[config.mk]
export PLATFORM = sky130hd
export DESIGN_NAME = id_ex_stage
export DESIGN_NICKNAME = d
export VERILOG_FILES = /design/src/rtl/id_ex_stage.sv
export SDC_FILE = /design/constraint.sdc
export NUM_CORES = 1
export LEC_CHECK = 0
export BUFFER_PORTS_ARGS = -buffer_cell sky130_fd_sc_hd__buf_2
export CAP_MARGIN = 20
export CORE_AREA = 4 4 122 124
export CTS_CLUSTER_DIAMETER = 150
export CTS_CLUSTER_SIZE = 14
export DETAILED_ROUTE_END_ITERATION = 10
export DIE_AREA = 0 0 126 128
export PLACE_DENSITY = 0.68
export SYNTH_ARGS = -nofsm -noshare
export SYNTH_HDL_FRONTEND = slang
export SYNTH_SLANG_ARGS = --single-unit
[constraint.sdc]
create_clock -name clk -period 2.06 [get_ports clk]
set_input_delay 0.412 -clock clk [delete_from_list [all_inputs] [get_ports clk]]
set_output_delay 0.412 -clock clk [all_outputs]
set_load 0.005 [all_outputs]
[src/rtl/id_ex_stage.sv]
// ID/EX pipeline register feeding the ALU, with operand forwarding and load-use hazard detection.
// Latency: one cycle from ID capture to the ALU inputs; forwarding and load_use_stall are combinational.
// Backpressure: hold freezes the stage (operands re-captured); load_use_stall freezes IF/ID and inserts a bubble.
// Optional: define ID_EX_FWD_EN for EX/MEM and MEM/WB forwarding; otherwise every RAW hazard stalls.
module id_ex_stage #(
   parameter int DATA_W  = 32,
   parameter int RADDR_W = 5
) (
   input  logic               clk,
   input  logic               rst_n,
   input  logic               hold,
   input  logic               flush,
   input  logic               id_valid,
   input  logic [2:0]         id_alu_ctrl,
   input  logic [DATA_W-1:0]  id_rs_data,
   input  logic [DATA_W-1:0]  id_rt_data,
   input  logic [DATA_W-1:0]  id_imm,
   input  logic [4:0]         id_shamt,
   input  logic               id_alu_src,
   input  logic [RADDR_W-1:0] id_rs,
   input  logic [RADDR_W-1:0] id_rt,
   input  logic [RADDR_W-1:0] id_rd,
   input  logic               id_uses_rt,
   input  logic               id_reg_dst,
   input  logic               id_reg_write,
   input  logic               id_mem_read,
   input  logic               id_mem_write,
   input  logic               id_mem_to_reg,
   input  logic               exmem_reg_write,
   input  logic [RADDR_W-1:0] exmem_rd,
   input  logic [DATA_W-1:0]  exmem_result,
   input  logic               memwb_reg_write,
   input  logic [RADDR_W-1:0] memwb_rd,
   input  logic [DATA_W-1:0]  memwb_result,
   output logic               load_use_stall,
   output logic               ex_valid,
   output logic [2:0]         alu_ctrl,
   output logic [DATA_W-1:0]  alu_a,
   output logic [DATA_W-1:0]  alu_b,
   output logic [4:0]         alu_shamt,
   output logic [DATA_W-1:0]  ex_store_data,
   output logic [RADDR_W-1:0] ex_wr_reg,
   output logic               ex_reg_write,
   output logic               ex_mem_read,
   output logic               ex_mem_write,
   output logic               ex_mem_to_reg
);

   logic [DATA_W-1:0]  rs_data_q;
   logic [DATA_W-1:0]  rt_data_q;
   logic [DATA_W-1:0]  imm_q;
   logic [RADDR_W-1:0] rs_q;
   logic [RADDR_W-1:0] rt_q;
   logic               alu_src_q;
   logic [DATA_W-1:0]  fwd_rs;
   logic [DATA_W-1:0]  fwd_rt;
   logic               load_bubble;

`ifdef ID_EX_FWD_EN
   logic rs_exmem_hit, rs_memwb_hit, rt_exmem_hit, rt_memwb_hit;
   logic rs_load_hit, rt_load_hit;

   // Register 0 is hardwired to zero, so a match on it is never a real dependency.
   assign rs_exmem_hit = exmem_reg_write && (exmem_rd != '0) && (exmem_rd == rs_q);
   assign rs_memwb_hit = memwb_reg_write && (memwb_rd != '0) && (memwb_rd == rs_q);
   assign rt_exmem_hit = exmem_reg_write && (exmem_rd != '0) && (exmem_rd == rt_q);
   assign rt_memwb_hit = memwb_reg_write && (memwb_rd != '0) && (memwb_rd == rt_q);

   // Operand select: the younger producer (EX/MEM) wins over MEM/WB, then the captured data.
   always_comb begin
      fwd_rs = rs_data_q;
      fwd_rt = rt_data_q;
      if (rs_exmem_hit)      fwd_rs = exmem_result;
      else if (rs_memwb_hit) fwd_rs = memwb_result;
      if (rt_exmem_hit)      fwd_rt = exmem_result;
      else if (rt_memwb_hit) fwd_rt = memwb_result;
   end

   // Only a load in EX cannot be forwarded in time; everything else is covered by the muxes above.
   assign rs_load_hit    = (ex_wr_reg == id_rs);
   assign rt_load_hit    = id_uses_rt && (ex_wr_reg == id_rt);
   assign load_use_stall = ex_valid && ex_mem_read && (ex_wr_reg != '0) &&
                           (rs_load_hit || rt_load_hit) && id_valid;
`else
   logic rs_raw, rt_raw;
   logic unused_fwd_data;

   // Without forwarding the captured register-file data goes straight to the ALU.
   assign fwd_rs = rs_data_q;
   assign fwd_rt = rt_data_q;
   assign unused_fwd_data = ^{exmem_result, memwb_result};

   // Any in-flight writer of a source register (EX, EX/MEM or MEM/WB) must retire first.
   assign rs_raw = (id_rs != '0) &&
                   ((ex_valid && ex_reg_write && (ex_wr_reg == id_rs)) ||
                    (exmem_reg_write && (exmem_rd == id_rs)) ||
                    (memwb_reg_write && (memwb_rd == id_rs)));
   assign rt_raw = id_uses_rt && (id_rt != '0) &&
                   ((ex_valid && ex_reg_write && (ex_wr_reg == id_rt)) ||
                    (exmem_reg_write && (exmem_rd == id_rt)) ||
                    (memwb_reg_write && (memwb_rd == id_rt)));
   assign load_use_stall = id_valid && (rs_raw || rt_raw);
`endif

   assign alu_a         = fwd_rs;
   assign alu_b         = alu_src_q ? imm_q : fwd_rt;
   assign ex_store_data = fwd_rt;

   // Reset and flush always empty the stage; a stall or an empty ID slot only does so when not holding.
   assign load_bubble = !rst_n || flush || (!hold && (load_use_stall || !id_valid));

   // Stage register: bubble, hold (re-capturing forwarded operands so they outlive their producers), or load.
   always_ff @(posedge clk) begin
      if (load_bubble) begin
         ex_valid      <= 1'b0;
         alu_ctrl      <= '0;
         rs_data_q     <= '0;
         rt_data_q     <= '0;
         imm_q         <= '0;
         alu_shamt     <= '0;
         alu_src_q     <= 1'b0;
         rs_q          <= '0;
         rt_q          <= '0;
         ex_wr_reg     <= '0;
         ex_reg_write  <= 1'b0;
         ex_mem_read   <= 1'b0;
         ex_mem_write  <= 1'b0;
         ex_mem_to_reg <= 1'b0;
      end else if (hold) begin
         rs_data_q <= fwd_rs;
         rt_data_q <= fwd_rt;
      end else begin
         ex_valid      <= 1'b1;
         alu_ctrl      <= id_alu_ctrl;
         rs_data_q     <= id_rs_data;
         rt_data_q     <= id_rt_data;
         imm_q         <= id_imm;
         alu_shamt     <= id_shamt;
         alu_src_q     <= id_alu_src;
         rs_q          <= id_rs;
         rt_q          <= id_rt;
         ex_wr_reg     <= id_reg_dst ? id_rd : id_rt;
         ex_reg_write  <= id_reg_write;
         ex_mem_read   <= id_mem_read;
         ex_mem_write  <= id_mem_write;
         ex_mem_to_reg <= id_mem_to_reg;
      end
   end

endmodule

==> impl_metrics.env <==
export IMPL_portBuffers=257
export IMPL_diodes=0
export IMPL_crit_buf_inv=3
export IMPL_synthXorXnorAreaFrac_pct=5.41
export IMPL_globalplace_congestion=0.768
export IMPL_finalClockSkew_ns=0.0212
export IMPL_hold_ws_ns=0.232
export IMPL_slowest_delay_ns=0.62
export IMPL_rsz0062_at_grt="yes"
export IMPL_grt_pass1_vias=4189
export IMPL_p_per_area_nw_per_um2=834
export IMPL_p_leak_nw=3.73
export IMPL_avgSynthCellArea_um2=10.2
export IMPL_pwr_share_comb_pct=12.3
export IMPL_synth_cell_type_count=24
export IMPL_ys_seq_elements=115
export IMPL_synth_compound_area_share_pct=1.24
export IMPL_wl_met1_um=5940
export IMPL_cp_max_fo=3
export IMPL_fin_nets=955
export IMPL_fp_coreArea_um2=13800
export IMPL_area_growth_pct=49.0
export IMPL_fmax_ghz=0.451
export IMPL_dp_hpwl_um=9880
export IMPL_grt_max_degree=63
export IMPL_seq_power_share_pct=39.2
export IMPL_status="finished with violations"
export IMPL_fin_tns_setup_ns=-0.158
export IMPL_dr_wl_met2_um=6470
export IMPL_ys_warn_count=0
export IMPL_synth_area_um2=4860
export IMPL_post_place_cells=902
export IMPL_ant_nets=0
export IMPL_synth_area_top_cells="dfxtp_1 (47%), mux2i_1 (23%), nor2_1 (9.2%), mux2_2 (7.4%), xnor2_1 (2.9%)"
export IMPL_synth_top_family_by_area="multiplexers"
export IMPL_crit_path_top_delay_cell="nor4_1"
export IMPL_slew_violations=0
export IMPL_power_internal_mw=4.64
export IMPL_reg2reg_depth=10
export IMPL_instances_no_fill=939
export IMPL_synthFlopType="dfxtp_1"
export IMPL_path_class="in -> out"
export IMPL_syn_nets=681
export IMPL_rows=43
export IMPL_violations="negative setup slack"
export IMPL_crit_path_start_kind="primary input"
export IMPL_cts_htree_levels=4
export IMPL_wl_per_cell_um=15.0
export IMPL_drt_total_wl_um=14100
export IMPL_muxShareOfSynthArea_pct=30.9
export IMPL_route_met3_wl_um=1520
export IMPL_power_clock_fraction_pct=48.5
export IMPL_cts_sinks=115
export IMPL_synth_edf_count=0
export IMPL_post_route_drc_count=0
export IMPL_drt_pass1_iterations=4
export IMPL_switching_power_mw=1.39
export IMPL_cp_required_ns=1.65
export IMPL_vias=4282
export IMPL_cts_root_buffer="clkbuf_16"
export IMPL_die_area_um2=16100
export IMPL_clkTransAtPathRegs_ns=0.06
export IMPL_clockBufferDepth=2
export IMPL_clkLatencyLatePin_ns=0.41
export IMPL_drive_gt1_share_pct=47.3
export IMPL_synth_most_common_cell="nor2_1"
export IMPL_cp_depth=7
export IMPL_cp_arrival_ns=1.81
export IMPL_start_util_pct=35.3
export IMPL_top_layer="met4"
export IMPL_chipHeight_um=128
export IMPL_finalCritPeriodShare_pct=108
export IMPL_die_w_um=126
export IMPL_ys_seq_area_share_pct=47.4
export IMPL_worst_pin_slew_ns=0.735
export IMPL_cp_common_cell="buf_2"
export IMPL_hold_class="in -> reg"
export IMPL_overflow=0
export IMPL_synth_top_area_share_pct=47.4
export IMPL_numCtsBuffers=17
export IMPL_drv_cap=0
export IMPL_initialDrtViolationCount=143
export IMPL_yosys_area_share_simple_pct=12.3
export IMPL_synthAdderAreaFrac_pct=0
export IMPL_fillCellCount=1335
export IMPL_finalHoldViolCount=0
export IMPL_synthTopCellsByCount="nor2_1 (119), dfxtp_1 (115), mux2i_1 (114)"
export IMPL_swShare_pct=23.1
export IMPL_yosys_area_top_type="dfxtp_1"
export IMPL_synth_async_reset_ratio_pct=0
export IMPL_peakVddDrop_uv=547
export IMPL_path_delay_family="simple AND/OR/NAND/NOR gates"
export IMPL_grt_pass1_wl_um=21300
export IMPL_grt_util_all_layers_pct=16.4
export IMPL_min_path_cells=3
export IMPL_antenna_found_initial=0
export IMPL_io_pins=322
export IMPL_fin_ws_ns=-0.158
export IMPL_layout_min_cycle_time_ns=2.22
export IMPL_via_per_inst=4.56
export IMPL_cp_end_kind="output port"
export IMPL_netlist_instances=474
export IMPL_tritoncts="done"
export IMPL_slew_headroom_pct=50.6
export IMPL_path_cells="buf_2, buf_4, xor2_1, nor4_1, nor3_2, a21boi_1, buf_2"
export IMPL_setup_viol=1
layout make-up:
type | count | area, µm² | area share, %
multi-input cells | 328 | 2460 | 34.0
flip-flops and latches | 115 | 2310 | 31.9
repair buffers | 286 | 1650 | 22.7
clock buffers | 22 | 494 | 6.83
well taps | 180 | 225 | 3.11
clock inverters | 8 | 101 | 1.40
power groups by stage:
stage	logic [mW]	clock network, mW	registers, mW
after floorplan	0.362	0	2.41
after global placement	0.692	0	2.41
after detailed placement	0.700	0	2.41
after CTS	0.705	2.99	2.36
after global routing	0.816	3.10	2.38
final	0.739	2.93	2.36
repair_timing:
action	in CTS	in global routing
resized for setup	6	6
gates cloned	0	3
pin swaps	5	3
setup buffers	2	2
setup endpoints to repair	1	115
hold buffers	0	0
layout by cell type, fill, tap and decap left out, types with 2 or more instances in the layout:
| cell | instances |
|---|---|
| buf_2 | 256 |
| nor4_1 | 3 |
| mux2_2 | 32 |
| nand2_1 | 3 |
| dfxtp_1 | 112 |
| nor3_2 | 2 |
| nand3_1 | 3 |
| clkinv_2 | 2 |
| nand4_1 | 4 |
| clkinvlp_4 | 3 |
| or4_1 | 2 |
| mux2i_1 | 114 |
| buf_12 | 5 |
| buf_4 | 20 |
| a21oi_1 | 5 |
| clkbuf_8 | 5 |
| nor2_1 | 119 |
| xor2_1 | 14 |
| bufinv_16 | 2 |
| clkbuf_16 | 20 |
| dfxtp_2 | 2 |
| xnor2_1 | 16 |
| o21ai_0 | 2 |
stage by stage:
stage	cell area [µm²]	power, mW	setup slack [ns]	utilization (%)
floorplan	4860	2.77	0.00454	-
global placement	6480	3.10	-0.196	47.0
detailed placement	6480	3.11	-0.211	47.0
CTS	7100	6.06	-0.149	51.5
global route	7240	6.29	-0.244	52.5
finish	7240	6.03	-0.158	52.5
routing by layer:
layer | vias to the layer above | global-route usage, %
li1 | 2155 | -
met1 | 1933 | 19.8
met2 | 185 | 25.8
met3 | 9 | 8.21
met4 | 0 | 4.73
met5 | - | 0
path summary, 6_finish.rpt:
kind	from	endpoint	slack (ns)
worst max register to register	ex_wr_reg[3]	alu_a[31]	0.08
worst max-delay path	id_rs[2]	load_use_stall	-0.16
worst min register to register	alu_shamt[2]	alu_shamt[2]	0.49
worst min-delay path	id_imm[24]	imm_q[24]	0.23
worst register-to-register path, cell delays in order (launching register included):
cell       delay, ns
dfxtp_4         0.34
buf_4           0.14
xnor2_1         0.14
nand4_1         0.17
nor3_4          0.25
buf_4           0.15
nor4_4          0.05
a21oi_4         0.19
buf_12          0.16
clkbuf_16       0.22
nor2_1          0.07
cell families after synthesis:
| group | Yosys count |
|---|---|
| multiplexers | 146 |
| AND/OR/NAND/NOR | 142 |
| flip-flops | 115 |
| buffers and inverters | 31 |
| XOR/XNOR | 30 |
| AO/OA/AOI/OAI | 10 |
Note: power is estimated with default switching activity, not from simulation.
